--- config.mk ---
export PLATFORM = sky130hd
export DESIGN_NAME = seq_divider_32bit
export DESIGN_NICKNAME = d
export VERILOG_FILES = /design/src/rtl/seq_divider_32bit.sv
export SDC_FILE = /design/constraint.sdc
export NUM_CORES = 1
export LEC_CHECK = 0
export ABC_AREA = 1
export CAP_MARGIN = 20
export CELL_PAD_IN_SITES_DETAIL_PLACEMENT = 1
export CELL_PAD_IN_SITES_GLOBAL_PLACEMENT = 2
export CORE_AREA = 3 3 166 248
export CTS_BUF_LIST = sky130_fd_sc_hd__clkbuf_4
export DETAILED_ROUTE_END_ITERATION = 12
export DIE_AREA = 0 0 169 251
export GPL_TIMING_DRIVEN = 0
export PLACE_DENSITY_LB_ADDON = 0.25
export REMOVE_ABC_BUFFERS = 1
export SETUP_SLACK_MARGIN = 0.5
export SLEW_MARGIN = 30
export SYNTH_ARGS = -nofsm -noshare
export SYNTH_HDL_FRONTEND = slang
export SYNTH_SLANG_ARGS = --single-unit
--- constraint.sdc ---
create_clock -name clk -period 18.4 [get_ports clk]
set_input_delay 3.68 -clock clk [delete_from_list [all_inputs] [get_ports clk]]
set_output_delay 3.68 -clock clk [all_outputs]
set_load 0.03 [all_outputs]
--- src/rtl/seq_divider_32bit.sv ---
// Purpose: radix-2 restoring integer divider (signed/unsigned) with RISC-V M divide-by-zero/overflow results.
// Latency: WIDTH+1 cycles from the start edge to done (1 cycle for divide by zero); one op in flight.
// Backpressure: none; start is honoured only in IDLE, otherwise ignored; results hold until the next completion.
module seq_divider_32bit #(
    parameter int WIDTH = 32
) (
    input  logic             clk,
    input  logic             reset,
    input  logic             start,
    input  logic             is_signed,
    input  logic [WIDTH-1:0] dividend,
    input  logic [WIDTH-1:0] divisor,
    output logic [WIDTH-1:0] quotient,
    output logic [WIDTH-1:0] remainder,
    output logic             busy,
    output logic             done,
    output logic             div_by_zero
);

    localparam int CW = $clog2(WIDTH);
    localparam logic [CW-1:0] CNT_LAST = CW'(WIDTH - 1);

    localparam logic [1:0] S_IDLE = 2'd0;
    localparam logic [1:0] S_CALC = 2'd1;
    localparam logic [1:0] S_FIX  = 2'd2;

    logic [1:0]       state_q, state_d;
    logic [CW-1:0]    cnt_q, cnt_d;
    logic [WIDTH-1:0] rem_q, rem_d;      // partial remainder (always < divisor magnitude)
    logic [WIDTH-1:0] dvd_q, dvd_d;      // dividend magnitude, shifts out MSB-first while quotient bits shift in
    logic [WIDTH-1:0] dvs_q, dvs_d;      // divisor magnitude
    logic             neg_quo_q, neg_quo_d;
    logic             neg_rem_q, neg_rem_d;
    logic             dbz_q, dbz_d;
    logic [WIDTH-1:0] quotient_q, quotient_d;
    logic [WIDTH-1:0] remainder_q, remainder_d;
    logic             div_by_zero_q, div_by_zero_d;
    logic             busy_q, busy_d;
    logic             done_q, done_d;

    // The shifted partial remainder plus the trial subtraction are WIDTH+1 bits wide;
    // the top bit of the trial result is the borrow that decides restore vs keep.
    logic [WIDTH:0]   shifted;
    logic [WIDTH:0]   trial;

    // Next-state, datapath iteration and result formatting.
    always_comb begin
        state_d       = state_q;
        cnt_d         = cnt_q;
        rem_d         = rem_q;
        dvd_d         = dvd_q;
        dvs_d         = dvs_q;
        neg_quo_d     = neg_quo_q;
        neg_rem_d     = neg_rem_q;
        dbz_d         = dbz_q;
        quotient_d    = quotient_q;
        remainder_d   = remainder_q;
        div_by_zero_d = div_by_zero_q;
        done_d        = 1'b0;

        shifted = {rem_q, dvd_q[WIDTH-1]};
        trial   = shifted - {1'b0, dvs_q};

        case (state_q)
            S_IDLE: begin
                if (start) begin
                    neg_quo_d = is_signed & (dividend[WIDTH-1] ^ divisor[WIDTH-1]);
                    neg_rem_d = is_signed & dividend[WIDTH-1];
                    dvs_d     = (is_signed & divisor[WIDTH-1]) ? -divisor : divisor;
                    rem_d     = '0;
                    cnt_d     = '0;
                    if (divisor == '0) begin
                        // Raw dividend is kept so it can be returned unchanged as the remainder.
                        dbz_d   = 1'b1;
                        dvd_d   = dividend;
                        state_d = S_FIX;
                    end else begin
                        dbz_d   = 1'b0;
                        dvd_d   = (is_signed & dividend[WIDTH-1]) ? -dividend : dividend;
                        state_d = S_CALC;
                    end
                end
            end
            S_CALC: begin
                if (!trial[WIDTH]) begin
                    rem_d = trial[WIDTH-1:0];
                    dvd_d = {dvd_q[WIDTH-2:0], 1'b1};
                end else begin
                    rem_d = shifted[WIDTH-1:0];
                    dvd_d = {dvd_q[WIDTH-2:0], 1'b0};
                end
                if (cnt_q == CNT_LAST) begin
                    cnt_d   = '0;
                    state_d = S_FIX;
                end else begin
                    cnt_d = cnt_q + CW'(1);
                end
            end
            S_FIX: begin
                // Divide by zero bypasses sign correction; overflow needs no special case.
                quotient_d    = dbz_q ? '1 : (neg_quo_q ? -dvd_q : dvd_q);
                remainder_d   = dbz_q ? dvd_q : (neg_rem_q ? -rem_q : rem_q);
                div_by_zero_d = dbz_q;
                done_d        = 1'b1;
                state_d       = S_IDLE;
            end
            default: begin
                state_d = S_IDLE;
            end
        endcase

        busy_d = (state_d == S_CALC);
    end

    // State and datapath registers; reset discards any operation in flight.
    always_ff @(posedge clk or posedge reset) begin
        if (reset) begin
            state_q       <= S_IDLE;
            cnt_q         <= '0;
            rem_q         <= '0;
            dvd_q         <= '0;
            dvs_q         <= '0;
            neg_quo_q     <= 1'b0;
            neg_rem_q     <= 1'b0;
            dbz_q         <= 1'b0;
            quotient_q    <= '0;
            remainder_q   <= '0;
            div_by_zero_q <= 1'b0;
            busy_q        <= 1'b0;
            done_q        <= 1'b0;
        end else begin
            state_q       <= state_d;
            cnt_q         <= cnt_d;
            rem_q         <= rem_d;
            dvd_q         <= dvd_d;
            dvs_q         <= dvs_d;
            neg_quo_q     <= neg_quo_d;
            neg_rem_q     <= neg_rem_d;
            dbz_q         <= dbz_d;
            quotient_q    <= quotient_d;
            remainder_q   <= remainder_d;
            div_by_zero_q <= div_by_zero_d;
            busy_q        <= busy_d;
            done_q        <= done_d;
        end
    end

    assign quotient    = quotient_q;
    assign remainder   = remainder_q;
    assign div_by_zero = div_by_zero_q;
    assign busy        = busy_q;
    assign done        = done_q;

endmodule

* Word-level counts from Yosys, hierarchy flattened
Cells that the tools add are included.
Word-level totals: output and inout bits 67, bits in registers 173, logic and storage cells 55
Cells by class: bitwise gates (word level) 4, muxes and demuxes 22, reduce and logical (&&, ||, !) cells 5, $add $sub $neg 6, equal/unequal tests 5
Operators with widths (number):
- $mux 32 | 10
- $neg 32->32 | 4
- $pmux 32 s2 | 2
- $sub 33x32->33 | 1
- $logic_not 32->1 | 1
- $mux 5 | 2
- $pmux 5 s2 | 1
- $mux 2 | 3
- $add 5x1->5 const B | 1
- $eq 5x5->1 const B | 1
- $eq 2x1->1 const B | 2
- $pmux 2 s2 | 1
- $reduce_and 2->1 | 2
- $and 1x1->1 | 3
- $mux 1 | 3
- $eq 2x2->1 const B | 1
- $logic_not 2->1 | 1
- $ne 2x2->1 const B | 1
- $reduce_bool 2->1 | 1
- $xor 1x1->1 | 1

* Logic depth before layout (Yosys ltp)
depth in word-level cells 5, gate-level depth with buffers 18, mapped depth without buffers 17

* Worst setup path after synthesis
OpenSTA, ideal clock, no wires.
path type input-to-reg, start point input port divisor[0], end point register dvs_q[30], buffers on the path 0, cell stages on the path 10, arrival time 4.993 ns, slack 13.290 ns, cell sequence inv_1 -> ha_1 -> nand3_2 -> nor2_2 -> nand3_2 -> o21ai_0 -> o21ai_0 -> xor2_1 -> nand2_1 -> nand2_1
On the way: word-level cells in the longest chain between the ends 2
Ends and longest elaborated chain:
- start: declaration | RTL line 12 | input logic [WIDTH-1:0] divisor,
- $neg 32->32 | RTL line 69 | dvs_d = (is_signed & divisor[WIDTH-1]) ? -divisor : divisor;
- $mux 32 | RTL line 69
- end signal: assignment | RTL line 136 | dvs_q <= dvs_d;
- end: declaration | RTL line 31 | logic [WIDTH-1:0] dvs_q, dvs_d;
Every way passes these cells. A chain may end at the register's enable or synchronous reset.

* Worst setup path in the final report
start point input port start, end point register cnt_q[2]
On the way: word-level cells in the longest chain between the ends 2
Ends and longest elaborated chain:
- start: declaration | RTL line 9 | input logic start,
- $ne 2x2->1 (no line)
- $reduce_and 2->1 (no line)
- end signal: assignment | RTL line 133 | cnt_q <= cnt_d;
- end: declaration | RTL line 28 | logic [CW-1:0] cnt_q, cnt_d;
Every way passes these cells.

==> impl_metrics.env <==
export IMPL_ys_top_cells_by_count="nand2_1 (720), inv_1 (308), nand3_1 (222)"
export IMPL_grt_antenna_before_repair=1
export IMPL_yosysMostFrequentCell="nand2_1"
export IMPL_seqCellArea_um2=4330
export IMPL_initial_core_util_pct=34.7
export IMPL_synth_seq_area_share_pct=31.8
export IMPL_area_growth_syn_to_layout_pct=17.0
export IMPL_worstMarginPinSlew_ns=0.819
export IMPL_cts_buffers=17
export IMPL_clk_path_buf_depth=2
export IMPL_synth_cell_types=48
export IMPL_first_pass_iters=4
export IMPL_hold_buffers=0
export IMPL_io_buffers=134
export IMPL_critPathKind="input port to register"
export IMPL_hp_start="dvs_q[20]$_DFFE_PP0P_"
export IMPL_coreArea_um2=39300
export IMPL_dpl_hpwl_um=39900
export IMPL_grt_usage_pct=23.1
export IMPL_slew_headroom_pct=45.3
export IMPL_n_fill_cell=5201
export IMPL_period_needed_ns=5.96
export IMPL_htreeDepth=4
export IMPL_grt_pass1_wl_um=77700
export IMPL_r2r_setup_slack_ns=15.25
export IMPL_powerDensity_nw_per_um2=190
export IMPL_cts_setup_buffers=0
export IMPL_synthArstFlopShare_pct=100
export IMPL_synth_compound_area_share_pct=11.3
export IMPL_synth_seq_cells=173
export IMPL_max_freq_ghz=0.168
export IMPL_reg2reg_depth=16
export IMPL_endpoint_kind="register"
export IMPL_drive_above_1_share_pct=5.04
export IMPL_hold_path_depth=2
export IMPL_hold_path_class="register to register"
export IMPL_rr_startpoint="dvd_q[31]$_DFFE_PP0P_"
export IMPL_antenna_left=0
export IMPL_crit_fanout=41
export IMPL_netlist_area_leader_share_pct=31.8
export IMPL_die_w_um=169
export IMPL_hold_ws_ns=0.496
export IMPL_io_pins=135
export IMPL_p_leak_nw=8.19
export IMPL_synthXorXnorAreaFrac_pct=3.28
export IMPL_instances_no_fill=2782
export IMPL_routed_wl_um=49100
export IMPL_syn_inst=2174
export IMPL_num_nets_final=2375
export IMPL_avgViaCountPerCell=5.02
export IMPL_drc=0
export IMPL_cts_sinks=173
export IMPL_clockRootBuffer="clkbuf_4"
export IMPL_critPathArrivalTime_ns=6.53
export IMPL_cap_violations=0
export IMPL_synthMuxAreaShare_pct=0
export IMPL_wl_per_cell_um=17.7
export IMPL_grt_ovfl_total=0
export IMPL_fin_skew_ns=0.0342
export IMPL_post_route_period_util_pct=32.4
export IMPL_setup_violations=0
export IMPL_gp_congestion=0.865
export IMPL_regToRegEndpoint="rem_q[30]$_DFFE_PP0P_"
export IMPL_first_iter_violations=511
export IMPL_hold_end="dvs_q[20]$_DFFE_PP0P_"
export IMPL_grt_pass1_vias=14500
export IMPL_worst_endpoint_required_ns=18.98
export IMPL_grt_max_degree=61
export IMPL_clkSlewWorstSetupHoldPaths_ns=0.14
export IMPL_rsz0062_at_grt="false"
export IMPL_rows=89
export IMPL_synth_fa_ha_area_share_pct=3.64
export IMPL_report_final_slew_viol_count=0
export IMPL_synth_area_leader_cell="dfrtp_1"
export IMPL_clkLatencyLatePin_ns=0.65
export IMPL_synthSimpleGateAreaFrac_pct=38.8
export IMPL_yosysWarnings=0
export IMPL_setup_tns_ns=0
export IMPL_synth_edf_count=0
export IMPL_synth_avg_cell_area_um2=6.27
export IMPL_post_cts_resized=0
export IMPL_multi_input_area_um2=7800
export IMPL_hold_viol_final=0
export IMPL_fp_dieH_um=251
export IMPL_peakVddDrop_uv=62.3
export IMPL_dieArea_um2=42400
export IMPL_syn_area_um2=13600
export IMPL_cts_tree="done"
export IMPL_synth_top_family_by_area="simple AND/OR/NAND/NOR gates"
export IMPL_placedCellCount=2749
export IMPL_status="complete, no violations"
export IMPL_vias=14000
export IMPL_start_kind="input port"
export IMPL_ys_flop_type="dfrtp_1"
export IMPL_synth_area_leaders="dfrtp_1 (32%), nand2_1 (20%), inv_1 (8.5%)"
[worst max-delay path by stage]
stage,start,end,slack [ns],cells past startpoint
floorplan,reset,busy$_DFF_PP0_,10.03,1
global placement,start,dvd_q[5]$_DFFE_PP0P_,6.05,6
detailed placement,start,cnt_q[2]$_DFFE_PP0P_,11.67,10
CTS,start,cnt_q[2]$_DFFE_PP0P_,12.39,10
global route,start,cnt_q[2]$_DFFE_PP0P_,12.28,10
finish,start,cnt_q[2]$_DFFE_PP0P_,12.44,10
[cells in the final DEF (no fill, tap or decap), drive strengths merged, types with 19 or more instances in the layout]
cell type / instances
a21oi: 74
clkbuf: 19
clkdlybuf4s50: 134
dfrtp: 173
ha: 38
inv: 322
nand2: 737
nand3: 228
nand4: 20
nor2: 197
nor3: 27
o21ai: 155
xor2: 40
[through the flow]
step	utilization, %	worst slack [ns]	instance area [um^2]	total power, mW
2_1_floorplan	-	10.03	13300	2.10
5_1_grt	40.6	12.28	15900	3.35
4_1_cts	40.5	12.39	15900	3.06
6_report	40.6	12.44	15900	3.02
3_3_place_gp	38.9	6.05	15300	2.69
3_5_place_dp	39.7	11.67	15600	2.78
[area by class of cell]
| type | count | share of cell area [%] |
|---|---|---|
| antenna | 1 | 0.0157 |
| timing repair buffer | 144 | 10.1 |
| tap | 500 | 3.92 |
| multi-input combinational | 1608 | 49.0 |
| inverter | 324 | 7.71 |
| sequential | 173 | 27.2 |
| clock inverter | 13 | 1.23 |
| clock buffer | 19 | 0.895 |
[routing by layer]
metal | share of wire (%) | vias to the layer above | GRT usage, %
met5 | 0 | - | 0
met4 | 3.9 | 0 | 9.23
met3 | 2.2 | 82 | 2.12
met2 | 53 | 203 | 44.4
met1 | 41 | 6598 | 25.9
li1 | - | 7096 | -
[cells by family (layout without fill, tap and decap cells)]
group,Yosys count,in the layout
flip-flops,173,173
buffers and inverters,393,500
adder cells (fa/ha/maj),39,39
XOR/XNOR,51,51
AO/OA/AOI/OAI,281,281
AND/OR/NAND/NOR,1237,1237
other,0,1
[state kept, by name, summed over array words and instances, names as in the netlist, 2 cells and up]
register	cells
remainder	32
cnt_q	5
dvd_q	32
dvs_q	32
rem_q	32
state_q	2
quotient	32
[report_power, final]
part	leakage, nW	switching [mW]	total, mW	internal [mW]
sequential	2.20	0.185	0.728	0.543
clock	0.181	0.144	0.267	0.123
combinational	5.81	1.33	2.03	0.702
total	8.19	1.66	3.02	1.37
[worst max-delay path, cell delays in order]
cell	delay [ns]
clkdlybuf4s50_1	0.51
nand3_4	0.38
buf_12	0.34
inv_2	0.53
nor2_4	0.13
buf_16	0.21
buf_16	0.17
inv_1	0.28
a21oi_1	0.11
nor2_1	0.10
No activity file was read; power rests on OpenSTA's default activity.
